**src/rtl/map9_pkg.sv**
```systemverilog
`timescale 1ns/1ps
// map9_pkg: widths, state type and timer width shared by the map9 requester files.
// Latency: n/a (declarations only).
// Backpressure: n/a.
package map9_pkg;

    localparam int MAP9_N_W    = 9;
    localparam int MAP9_DP_W   = 9;
    localparam int MAP9_WAIT_W = 16;

    // One request at a time: accept, strobe start, wait for the mapper to
    // drop done (it has seen the new run), wait for done, then hand back.
    typedef enum logic [2:0] {
        IDLE  = 3'd0,
        START = 3'd1,
        CLEAR = 3'd2,
        BUSY  = 3'd3,
        RESP  = 3'd4
    } map9_state_e;

endpackage

```
**src/rtl/map9_requester_if.sv**
```systemverilog
`timescale 1ns/1ps
// map9_requester_if: command, mapper and response signals of the map9 requester.
// Latency: n/a (wires only).
// Backpressure: cmd_valid/cmd_ready upstream, rsp_valid/rsp_ready downstream.
interface map9_requester_if;
    import map9_pkg::*;

    logic                 cmd_valid;
    logic                 cmd_ready;
    logic [MAP9_N_W-1:0]  cmd_n;
    logic                 start;
    logic [MAP9_N_W-1:0]  N;
    logic                 done;
    logic [MAP9_DP_W-1:0] dp;
    logic                 rsp_valid;
    logic                 rsp_ready;
    logic [MAP9_DP_W-1:0] rsp_dp;
    logic                 rsp_timeout;

    // Requester side
    modport master (
        input  cmd_valid, cmd_n, done, dp, rsp_ready,
        output cmd_ready, start, N, rsp_valid, rsp_dp, rsp_timeout
    );

    // Upstream source / mapper / response sink side
    modport slave (
        output cmd_valid, cmd_n, done, dp, rsp_ready,
        input  cmd_ready, start, N, rsp_valid, rsp_dp, rsp_timeout
    );

endinterface

```
**src/rtl/map9_wait_timer.sv**
```systemverilog
`timescale 1ns/1ps
// map9_wait_timer: saturating 16-bit wait counter with synchronous clear and enable.
// Latency: expired is combinational from the count; count updates one cycle after en.
// Backpressure: none; the counter holds at all-ones rather than wrapping.
module map9_wait_timer
    import map9_pkg::*;
#(
    parameter int unsigned TIMEOUT_CYCLES = 1023
) (
    input  logic clk,
    input  logic rst,
    input  logic clr,
    input  logic en,
    output logic expired
);

    // Count value on the cycle whose edge takes the counter to TIMEOUT_CYCLES.
    localparam logic [MAP9_WAIT_W-1:0] LAST = MAP9_WAIT_W'(TIMEOUT_CYCLES - 1);
    localparam logic [MAP9_WAIT_W-1:0] ONE  = MAP9_WAIT_W'(1);

    logic [MAP9_WAIT_W-1:0] cnt_q, cnt_d;

    // Next count: clear wins, otherwise count while enabled and stop at all-ones.
    always_comb begin
        cnt_d = cnt_q;
        if (clr) begin
            cnt_d = '0;
        end else if (en && (cnt_q != '1)) begin
            cnt_d = cnt_q + ONE;
        end
    end

    // Counter register.
    always_ff @(posedge clk or posedge rst) begin
        if (rst) begin
            cnt_q <= '0;
        end else begin
            cnt_q <= cnt_d;
        end
    end

    // Raised while waiting on the last cycle before the count reaches the limit,
    // so the owner leaves on the same edge the counter gets there.
    assign expired = en && (cnt_q >= LAST);

endmodule

```
**src/rtl/map9_requester.sv**
```systemverilog
`timescale 1ns/1ps
// map9_requester: hands one 9-bit operand at a time to the map9 mapper and returns its result.
// Latency: START_CYCLES of start, then until done (or timeout); one mandatory IDLE cycle between requests.
// Backpressure: cmd_ready only in IDLE; the response is held in RESP until rsp_ready.
// Build option: define MAP9_REQUESTER_TIMEOUT_EN to add the wait timer and timeout abort.
module map9_requester
    import map9_pkg::*;
#(
    parameter int unsigned START_CYCLES   = 2,
    parameter int unsigned TIMEOUT_CYCLES = 1023
) (
    input  logic               clk,
    input  logic               rst,
    map9_requester_if.master   bus
);

    localparam logic [3:0] START_LAST = 4'(START_CYCLES - 1);

    map9_state_e          state_q, state_d;
    logic [3:0]           start_cnt_q, start_cnt_d;
    logic [MAP9_N_W-1:0]  n_q, n_d;
    logic [MAP9_DP_W-1:0] rsp_dp_q, rsp_dp_d;
    logic                 rsp_timeout_q, rsp_timeout_d;
    logic                 timeout_hit;

`ifdef MAP9_REQUESTER_TIMEOUT_EN
    logic timer_clr;
    logic timer_en;

    // Restart the wait count on the edge that enters CLEAR; count through CLEAR and BUSY.
    assign timer_clr = (state_q == START) && (start_cnt_q == 4'd0);
    assign timer_en  = (state_q == CLEAR) || (state_q == BUSY);

    map9_wait_timer #(
        .TIMEOUT_CYCLES (TIMEOUT_CYCLES)
    ) u_wait_timer (
        .clk     (clk),
        .rst     (rst),
        .clr     (timer_clr),
        .en      (timer_en),
        .expired (timeout_hit)
    );

    assign bus.rsp_timeout = rsp_timeout_q;
`else
    // Without the timer the requester waits on the mapper forever.
    assign timeout_hit     = 1'b0;
    assign bus.rsp_timeout = 1'b0;

    wire unused_timeout_cfg = ^{rsp_timeout_q, 16'(TIMEOUT_CYCLES)};
`endif

    // Next state, start pacing, operand capture and result capture.
    always_comb begin
        state_d       = state_q;
        start_cnt_d   = start_cnt_q;
        n_d           = n_q;
        rsp_dp_d      = rsp_dp_q;
        rsp_timeout_d = rsp_timeout_q;
        unique case (state_q)
            IDLE: begin
                if (bus.cmd_valid) begin
                    n_d         = bus.cmd_n;
                    start_cnt_d = START_LAST;
                    state_d     = START;
                end
            end
            START: begin
                if (start_cnt_q == 4'd0) begin
                    state_d = CLEAR;
                end else begin
                    start_cnt_d = start_cnt_q - 4'd1;
                end
            end
            CLEAR: begin
                // done still high here is the previous run's flag; wait for it to drop.
                if (timeout_hit) begin
                    rsp_dp_d      = '0;
                    rsp_timeout_d = 1'b1;
                    state_d       = RESP;
                end else if (!bus.done) begin
                    state_d = BUSY;
                end
            end
            BUSY: begin
                // A real result beats a timeout landing on the same edge.
                if (bus.done) begin
                    rsp_dp_d      = bus.dp;
                    rsp_timeout_d = 1'b0;
                    state_d       = RESP;
                end else if (timeout_hit) begin
                    rsp_dp_d      = '0;
                    rsp_timeout_d = 1'b1;
                    state_d       = RESP;
                end
            end
            RESP: begin
                if (bus.rsp_ready) begin
                    state_d = IDLE;
                end
            end
            default: begin
                state_d = IDLE;
            end
        endcase
    end

    // State and datapath registers; reset abandons any request in flight.
    always_ff @(posedge clk or posedge rst) begin
        if (rst) begin
            state_q       <= IDLE;
            start_cnt_q   <= 4'd0;
            n_q           <= '0;
            rsp_dp_q      <= '0;
            rsp_timeout_q <= 1'b0;
        end else begin
            state_q       <= state_d;
            start_cnt_q   <= start_cnt_d;
            n_q           <= n_d;
            rsp_dp_q      <= rsp_dp_d;
            rsp_timeout_q <= rsp_timeout_d;
        end
    end

    // Handshake and strobe outputs decode straight from the registered state.
    assign bus.cmd_ready = (state_q == IDLE);
    assign bus.start     = (state_q == START);
    assign bus.N         = n_q;
    assign bus.rsp_valid = (state_q == RESP);
    assign bus.rsp_dp    = rsp_dp_q;

endmodule

```
**src/flat_wrapper.sv**
```systemverilog
// flat-port wrapper written by rule: the top's interface ports become plain ports
module map9_requester_flat import map9_pkg::*;
#(
    parameter int unsigned START_CYCLES   = 2,
    parameter int unsigned TIMEOUT_CYCLES = 1023
)
  (clk, rst, bus_cmd_valid, bus_cmd_n, bus_done, bus_dp, bus_rsp_ready, bus_cmd_ready, bus_start, bus_N, bus_rsp_valid, bus_rsp_dp, bus_rsp_timeout);
  map9_requester_if bus_i ();
  input  logic clk;
  input  logic rst;
  input wire logic [$bits(bus_i.cmd_valid)-1:0] bus_cmd_valid;
  input wire logic [$bits(bus_i.cmd_n)-1:0] bus_cmd_n;
  input wire logic [$bits(bus_i.done)-1:0] bus_done;
  input wire logic [$bits(bus_i.dp)-1:0] bus_dp;
  input wire logic [$bits(bus_i.rsp_ready)-1:0] bus_rsp_ready;
  output wire logic [$bits(bus_i.cmd_ready)-1:0] bus_cmd_ready;
  output wire logic [$bits(bus_i.start)-1:0] bus_start;
  output wire logic [$bits(bus_i.N)-1:0] bus_N;
  output wire logic [$bits(bus_i.rsp_valid)-1:0] bus_rsp_valid;
  output wire logic [$bits(bus_i.rsp_dp)-1:0] bus_rsp_dp;
  output wire logic [$bits(bus_i.rsp_timeout)-1:0] bus_rsp_timeout;
  assign bus_i.cmd_valid = bus_cmd_valid;
  assign bus_i.cmd_n = bus_cmd_n;
  assign bus_i.done = bus_done;
  assign bus_i.dp = bus_dp;
  assign bus_i.rsp_ready = bus_rsp_ready;
  assign bus_cmd_ready = bus_i.cmd_ready;
  assign bus_start = bus_i.start;
  assign bus_N = bus_i.N;
  assign bus_rsp_valid = bus_i.rsp_valid;
  assign bus_rsp_dp = bus_i.rsp_dp;
  assign bus_rsp_timeout = bus_i.rsp_timeout;
  map9_requester #(.START_CYCLES(START_CYCLES), .TIMEOUT_CYCLES(TIMEOUT_CYCLES)) u_core (.clk(clk), .rst(rst), .bus(bus_i));
endmodule
```
**config.mk**
```make
export PLATFORM = sky130hd
export DESIGN_NAME = map9_requester_flat
export DESIGN_NICKNAME = d
export VERILOG_FILES = /design/src/rtl/map9_pkg.sv /design/src/rtl/map9_requester_if.sv /design/src/rtl/map9_wait_timer.sv /design/src/rtl/map9_requester.sv /design/src/flat_wrapper.sv
export SDC_FILE = /design/constraint.sdc
export NUM_CORES = 1
export LEC_CHECK = 0
export ABC_CLOCK_PERIOD_IN_PS = 1850
export CORE_ASPECT_RATIO = 0.7
export CORE_UTILIZATION = 42
export CTS_CLUSTER_DIAMETER = 40
export DETAILED_ROUTE_END_ITERATION = 12
export GPL_TIMING_DRIVEN = 1
export HOLD_SLACK_MARGIN = 0.02
export PLACE_DENSITY = 0.78
export RECOVER_POWER = 25
export SYNTH_ARGS = -nofsm -noshare
export SYNTH_HDL_FRONTEND = slang
export SYNTH_SLANG_ARGS = --single-unit
```
**constraint.sdc**
```tcl
create_clock -name clk -period 1.85 [get_ports clk]
set_input_delay 0.4625 -clock clk [delete_from_list [all_inputs] [get_ports clk]]
set_output_delay 0.4625 -clock clk [all_outputs]
set_load 0.01 [all_outputs]
```
==> impl_metrics.yaml, run 1 <==
detailed_routing:
  ant_nets: 0
  dr.pass1.iters: 4
  wl_per_cell_um: 13.7
  via_count: 881
  routed_wl_um: 2550
  viasPerCell: 4.74
  drtIter0Drc: 21
  drc_errors: 0
critical_path:
  r2r-start: "u_core.start_cnt_q[0]"
  worstPathCellList: "buf_4 > nand2_1 > inv_1 > dlygate4sd2_1"
  critPathLaunchType: "flop"
  critical_path_class: "reg -> out"
  r2r_end: "u_core.state_q[1]"
  cpPeakStageDelay_ns: 0.42
  worstPathBufferInverterCount: 3
  path_delay_family: "buffers and inverters"
  cp_slowest_cell: "dfrtp_1"
  worstPathArrival_ns: 1.25
  required_ns: 1.39
  path_max_fanout: 6
  reg2reg_depth: 5
  rrSetupSlack_ns: 0.24
  cp-end-kind: "output port"
hold_path:
  min_from: "u_core.bus.N[7]"
  whs_path_depth: 2
  min_to: "u_core.bus.N[7]"
  hp-class: "reg -> reg"
place:
  port_buffers: 43
  place_area_um2: 1620
  globalplace.congestion: 0.828
  dpl_worst_slack_ns: -0.105
  hpwl_um: 1970
synthesis:
  synth.distinct_cells: 23
  synth_fp_nets: 125
  yosysSeqAreaShare_pct: 56.6
  avgSynthCellArea_um2: 11.0
  yosys_warnings: 0
  syn_inst: 100
  syn-cell-area_um2: 1100
  ys_seq_elements: 25
pwr:
  total_power_mw: 2.62
  leakagePower_nw: 0.840
  max-vdd-ir-drop_uv: 798
  cellPowerDensity_nw_per_um2: 1570
final_layout:
  syn_to_final_growth_pct: 51.1
  design_area_um2: 1670
  drive_above_1_share_pct: 16.4
  n_antenna_cell: 0
  fin_nets: 178
floorplan:
  rows: 15
  fp.dieH_um: 44.9
  core_um2: 2480
  start_util_pct: 44.6
  io_pins: 45
  die_x_um: 63.3
  die-area_um2: 2840
sta:
  worst_pin_slew_ns: 0.619
  setup_viol: 0
  slew_headroom_pct: 58.7
  fmax_mhz: 585
  maxSlewViolCount: 0
  period_needed_ns: 1.71
  hold_violations: 0
  fin_ws_ns: 0.142
  finalCritPeriodShare_pct: 92.3
  fin_skew_ns: 0.00327
  rsz0062_at_grt: "no"
clocking:
  root_buffer: "clkbuf_8"
  cts-htree-levels: 1
  worstSkewPairLatency_ns: 0.27
  cts_tree: "done"
  clkTransAtPathRegs_ns: 0.08
  cts_made_buffers: 3
  cts.path.max_buffers: 2
  cts_sinks: 25
global_routing:
  antenna_found_initial: 0
  grt_pass1_wl_um: 4280
  gr-usage-all-layers_pct: 21.2
  grt_remaining_overflow: 0
  first_global_vias: 940
  grt_max_degree: 26
run_status:
  status: "finished clean"
job:
  maxCapViolations: 0
-- stage by stage --
| stage | TNS (ns) | instances | hold WS (ns) | util, % |
|---|---|---|---|---|
| floorplan | 0 | 100 | 0.461 | - |
| global placement | -0.628 | 182 | 0.457 | 65.6 |
| detailed placement | -0.887 | 182 | 0.466 | 65.6 |
| CTS | 0 | 186 | 0.487 | 67.5 |
| global route | 0 | 186 | 0.506 | 67.4 |
| finish | 0 | 186 | 0.479 | 67.4 |
-- layout make-up --
class / count / area [µm²]
inverters: 5 / 18.8
repair buffers: 52 / 492
well taps: 34 / 42.5
multi-input cells: 66 / 444
clock buffers: 3 / 41.3
flip-flops and latches: 25 / 626
fillers: 205 / 808
clock inverters: 1 / 5.00
-- power breakdown --
group / internal [mW] / switching [mW]
Combinational: 0.777 / 0.548
Clock: 0.151 / 0.172
Sequential: 0.806 / 0.169
-- layout by cell type (no fill, tap or decap), types with 2 or more instances in the layout --
| master | count |
|---|---|
| clkdlybuf4s50_1 | 39 |
| nand2_1 | 35 |
| or3_1 | 2 |
| or3b_1 | 2 |
| mux2_4 | 9 |
| nor3_1 | 2 |
| nor2_1 | 2 |
| mux2i_1 | 4 |
| dfrtp_1 | 25 |
| clkbuf_8 | 3 |
| dlygate4sd2_1 | 3 |
| ha_1 | 2 |
| buf_4 | 8 |
| inv_1 | 4 |
-- sequential cells by signal (all words and copies together) (netlist names) --
register            flops
u_core.bus.N            9
u_core.state_q          3
u_core.bus.rsp_dp       9
u_core.start_cnt_q      4
-- worst register-to-register path: cells and delay by family (launching register included) --
kind / cells / cell delay [ns]
buffers and inverters: 1 / 0.09
flip-flops: 1 / 0.41
adder cells (fa/ha/maj): 1 / 0.16
AND/OR/NAND/NOR: 2 / 0.75
AO/OA/AOI/OAI: 1 / 0.12
-- routing by layer --
metal	global-route usage (%)	wire length, µm	vias up
li1	-	-	425
met1	23.3	1010	423
met2	36.6	1300	28
met3	8.59	180	5
met4	10.9	54	0
met5	0	0	-
-- cell usage after synthesis --
library cell  count  share of area [%]
nand2_1          35                 12
dfrtp_1          25                 57
mux2_4            9                 12
inv_1             4                1.4
mux2i_1           4                3.6
ha_1              2                2.3
nor2_1            2               0.68
nor3_1            2               0.91
or3_1             2                1.1
or3b_1            2                1.6
a21oi_1           1               0.45
buf_2             1               0.45
buf_4             1               0.68
buf_6             1                1.0
clkbuf_1          1               0.34
conb_1            1               0.34
inv_2             1               0.34
nand3_1           1               0.45
nor3b_1           1               0.68
nor4b_1           1               0.79
o21ai_0           1               0.45
o311ai_0          1               0.79
or4b_1            1               0.91
-- worst max-delay path by stage --
stage,cells past startpoint,slack [ns],to,from
2_1_floorplan,5,0.35,u_core.state_q[1],u_core.start_cnt_q[0]
3_3_place_gp,5,-0.08,u_core.bus.rsp_dp[6],bus_done
3_5_place_dp,5,-0.11,u_core.bus.rsp_dp[3],bus_done
4_1_cts,4,0.13,bus_rsp_valid,u_core.state_q[2]
5_1_grt,4,0.07,bus_rsp_valid,u_core.state_q[2]
6_report,4,0.14,bus_rsp_valid,u_core.state_q[2]
-- what timing repair did --
item                                    in CTS  in global routing
resized for setup                            4                  0
endpoints found under the setup margin       3                  0
hold buffers                                 0                  0
setup buffers                                0                  0
-- kinds of logic after synthesis --
logic type,share of synthesized area [%]
fa+ha+maj,2.26
other cells,0.339
buf+inv,4.19
simple gates,19.0
mux,15.9
compound gates,1.70
flops,56.6
Note: power is estimated with default switching activity, not from simulation.
==> inputs of run 2 (changes only) <==
Settings changed: RECOVER_POWER 25 to 50.
==> impl_metrics.yaml, run 2 (synthesized netlist as in run 1, its figures left out) <==
final_layout:
  syn_to_final_growth_pct: 50.3
  n_antenna_cell: 0
  design_area_um2: 1660
  regArea_um2: 626
  drive_above_1_share_pct: 15.8
  fin_nets: 178
  fill_cells: 209
  final_common_cell: "clkdlybuf4s50_1"
  layout_common_cells: "clkdlybuf4s50_1 (39), nand2_1 (35), dfrtp_1 (25), mux2_4 (9), buf_4 (5)"
  multi_input_comb_area_um2: 444
pwr:
  cellPowerDensity_nw_per_um2: 1570
  p_clk_share_pct: 12.4
  p_sw_share_pct: 34.0
  internal_power_mw: 1.72
  power.switching_mw: 0.888
  leakagePower_nw: 0.835
  max-vdd-ir-drop_uv: 795
  seqPwrFrac_pct: 37.3
  comb_power_share_pct: 50.3
floorplan:
  start_util_pct: 44.6
  die-area_um2: 2840
  rows: 15
  core_um2: 2480
  die_x_um: 63.3
  io_pins: 45
  fp.dieH_um: 44.9
critical_path:
  path_max_fanout: 6
  worstPathArrival_ns: 1.92
  cp_slowest_cell: "clkdlybuf4s50_1"
  worstPathCellList: "clkdlybuf4s50_1 > nand2_1 > or3_1 > clkbuf_1 > mux2_4"
  worstPathBufferInverterCount: 2
  required_ns: 2.01
  path_delay_family: "buffers and inverters"
  critPathLaunchType: "input port"
  cpPeakStageDelay_ns: 0.47
  critical_path_class: "in -> reg"
  cp-end-kind: "flop"
clocking:
  cts-htree-levels: 1
  root_buffer: "clkbuf_8"
  worstSkewPairLatency_ns: 0.27
  cts_tree: "done"
  cts_sinks: 25
  cts_made_buffers: 3
  clkTransAtPathRegs_ns: 0.08
  post_cts_buffers: 0
  cts.path.max_buffers: 2
sta:
  fmax_mhz: 567
  maxSlewViolCount: 0
  tns_ns: 0
  finalCritPeriodShare_pct: 95.4
  worst_pin_slew_ns: 0.621
  fin_skew_ns: 0.00329
  period_needed_ns: 1.76
  setup_viol: 0
  slew_headroom_pct: 58.6
  hold_violations: 0
  rsz0062_at_grt: "no"
place:
  hpwl_um: 1970
  globalplace.congestion: 0.828
  port_buffers: 43
  place_area_um2: 1620
detailed_routing:
  viasPerCell: 4.72
  drc_errors: 0
  drtIter0Drc: 20
  ant_nets: 0
  wl_per_cell_um: 13.7
  via_count: 878
  dr.pass1.iters: 3
  routed_wl_um: 2540
global_routing:
  gr-usage-all-layers_pct: 21.2
  grt_pass1_wl_um: 4280
  first_global_vias: 940
  grt_max_degree: 26
  grt_remaining_overflow: 0
  antenna_found_initial: 0
hold_path:
  hp-class: "reg -> reg"
job:
  maxCapViolations: 0
run_status:
  status: "finished clean"
==> run 2: cell types whose count changed in the layout (fill, tap and decap cells not counted), sizes merged <==
cell    previous run  this run
clkbuf             4         7
buf                8         5
==> run 2: per-layer routing <==
metal / up-vias / global-route usage [%] / part of all wire (%)
li1: 426 / - / -
met1: 421 / 23.3 / 40
met2: 26 / 36.6 / 51
met3: 5 / 8.59 / 7.0
met4: 0 / 10.9 / 2.1
met5: - / 0 / 0
==> run 2: stage by stage <==
stage	power (mW)	cells	setup slack [ns]	utilization, %	hold slack, ns
after floorplan	1.62	100	0.354	-	0.461
after global placement	2.27	182	-0.0759	65.6	0.457
after detailed placement	2.34	182	-0.105	65.6	0.466
after CTS	2.66	186	0.131	67.5	0.487
after global routing	2.81	186	0.0384	67.0	0.506
final	2.61	186	0.0854	67.0	0.479
==> run 2: what timing repair did <==
item,4_1_cts,5_1_grt
endpoints found under the hold margin,0,0
endpoints found under the setup margin,3,0
hold buffers,0,0
resized for setup,4,0
==> run 2: final timing paths <==
kind,cells past startpoint,from,slack (ns),endpoint
max in group asynchronous,3,rst,0.67,u_core.bus.rsp_dp[5]
min in group asynchronous,3,rst,0.78,u_core.bus.N[7]
worst min register to register,2,u_core.bus.N[7],0.48,u_core.bus.N[7]
worst min-delay path,2,u_core.bus.N[7],0.48,u_core.bus.N[7]
worst max register to register,5,u_core.state_q[1],0.16,u_core.bus.rsp_dp[3]
worst max-delay path,5,bus_done,0.09,u_core.bus.rsp_dp[3]
==> run 2: layout make-up <==
type,count,area share [%]
Sequential cell,25,37.7
Clock buffer,3,2.49
Multi-Input combinational cell,66,26.8
Inverter,5,1.13
Clock inverter,1,0.301
Tap cell,34,2.56
Timing Repair Buffer,52,29.1
==> run 2: worst reg2reg max path, stage by stage (launching register included) <==
cell and delay, ns:
dfrtp_1 0.42, buf_4 0.17, inv_2 0.04, or3_1 0.36, clkbuf_1 0.24, mux2_4 0.35
==> run 2: power by group through the flow <==
| stage | clock network, mW | registers [mW] | logic (mW) |
|---|---|---|---|
| 2_1_floorplan | 0 | 1.06 | 0.562 |
| 3_3_place_gp | 0 | 0.966 | 1.30 |
| 3_5_place_dp | 0 | 0.982 | 1.36 |
| 4_1_cts | 0.333 | 0.980 | 1.34 |
| 5_1_grt | 0.358 | 1.01 | 1.44 |
| 6_report | 0.323 | 0.975 | 1.31 |
==> inputs of run 3 (changes only) <==
Settings changed: REMOVE_ABC_BUFFERS from default to 1.
==> impl_metrics.yaml, run 3 (synthesized netlist as in run 1, its figures left out) <==
critical_path:
  cp_slowest_cell: "dfrtp_1"
  path_max_fanout: 4
  critPathLaunchType: "flop"
  cp-end-kind: "output port"
  cpPeakStageDelay_ns: 0.40
  critical_path_class: "reg -> out"
  required_ns: 1.39
  r2r-start: "u_core.state_q[1]"
  worstPathArrival_ns: 1.32
  worstPathCellList: "buf_4 > nor3b_2 > dlygate4sd2_1"
  crit_path_start: "u_core.state_q[2]"
final_layout:
  drive_above_1_share_pct: 18.3
  layout_common_cells: "clkdlybuf4s50_1 (38), nand2_1 (35), dfrtp_1 (24), mux2_4 (9), buf_4 (8)"
  n_antenna_cell: 0
  regArea_um2: 627
  multi_input_comb_area_um2: 444
  fin_nets: 179
  fin_util_pct: 67.5
  final_common_cell: "clkdlybuf4s50_1"
  fill_cells: 199
  final_cells: 187
  syn_to_final_growth_pct: 51.3
global_routing:
  grt_remaining_overflow: 0
  grt_pass1_wl_um: 3870
  gr-usage-all-layers_pct: 19.5
  first_global_vias: 858
  antenna_found_initial: 0
  grt_max_degree: 26
detailed_routing:
  dr.pass1.iters: 3
  wl_met3_um: 173
  ant_nets: 0
  highest_layer: "met4"
  viasPerCell: 4.73
  drtIter0Drc: 27
  wl_per_cell_um: 13.2
  dr_wl_met2_um: 1210
  drc_errors: 0
  via_count: 884
  wl_met1_um: 1040
  routed_wl_um: 2470
place:
  hpwl_um: 1800
  globalplace.congestion: 0.781
  port_buffers: 43
  dp.cells: 180
sta:
  setup_viol: 0
  rsz0062_at_grt: "no"
  fmax_mhz: 561
  tns_ns: 0
  fin_skew_ns: 0.00208
  period_needed_ns: 1.78
  finalCritPeriodShare_pct: 96.4
  slew_headroom_pct: 59.4
  maxSlewViolCount: 0
  worst_pin_slew_ns: 0.609
  hold_violations: 0
run_status:
  status: "finished clean"
pwr:
  leakagePower_nw: 0.843
  max-vdd-ir-drop_uv: 908
  cellPowerDensity_nw_per_um2: 1570
floorplan:
  core_um2: 2480
  start_util_pct: 44.6
  die-area_um2: 2840
  io_pins: 45
  rows: 15
  die_x_um: 63.3
  fp.dieH_um: 44.9
clocking:
  cts-htree-levels: 1
  root_buffer: "clkbuf_8"
  worstSkewPairLatency_ns: 0.27
  hold_buffers: 0
  cts_made_buffers: 3
  cts_sinks: 25
  clkTransAtPathRegs_ns: 0.08
  cts_tree: "done"
  cts.path.max_buffers: 2
hold_path:
  hp-class: "reg -> reg"
  min_from: "u_core.bus.N[2]"
job:
  maxCapViolations: 0
run 3: cell count changes in the layout (fill, tap and decap cells not counted), sizes merged:
cell,previous run,this run
buf,5,8
clkbuf,7,6
clkdlybuf4s50,39,38
dlygate4sd2,3,2
dlygate4sd3,1,2
run 3: power by group:
part | leakage [nW] | switching, mW | internal, mW
combinational | 0.510 | 0.552 | 0.779
clock | 0.0255 | 0.175 | 0.151
sequential | 0.308 | 0.155 | 0.808
total | 0.843 | 0.882 | 1.74
run 3: worst paths after layout:
check / slack [ns] / to / cells after the start
worst max-delay path: 0.07 / bus_start / 3
worst min-delay path: 0.48 / u_core.bus.N[2] / 2
worst max register to register: 0.22 / u_core.bus.rsp_dp[6] / 6
worst min register to register: 0.48 / u_core.bus.N[2] / 2
max in group asynchronous: 0.64 / u_core.state_q[0] / 3
min in group asynchronous: 0.77 / u_core.bus.N[6] / 3
run 3: stage by stage:
stage / setup slack (ns) / total power, mW / hold WS (ns) / instance area (µm²)
global placement: -0.0790 / 2.25 / 0.457 / 1610
CTS: 0.0429 / 2.65 / 0.489 / 1680
finish: 0.0662 / 2.62 / 0.482 / 1670
floorplan: 0.0770 / 1.60 / 0.461 / 1080
detailed placement: -0.106 / 2.30 / 0.467 / 1610
global route: 0.0305 / 2.80 / 0.517 / 1670
run 3: what timing repair did:
action,4_1_cts,5_1_grt
endpoints found under the hold margin,0,0
resized for setup,4,3
endpoints found under the setup margin,3,2
buffers inserted,3,0
run 3: layout make-up:
cell class	instances	area share, %
clock buffer	3	2.47
clock inverter	1	0.299
inverter	5	1.12
multi-input combinational	66	26.6
sequential	25	37.5
tap	34	2.54
timing repair buffer	53	29.5
run 3: critical path: cells and delay by family (launching register included):
family | cells | cell delay [ns]
buffers and inverters | 2 | 0.45
and+or+nand+nor | 1 | 0.20
DFF | 1 | 0.40
run 3: metal layers:
| layer | vias to the layer above | global-route usage (%) |
|---|---|---|
| met2 | 22 | 30.8 |
| met4 | 0 | 10.9 |
| met3 | 4 | 7.83 |
| met5 | - | 0 |
| li1 | 429 | - |
| met1 | 429 | 23.2 |
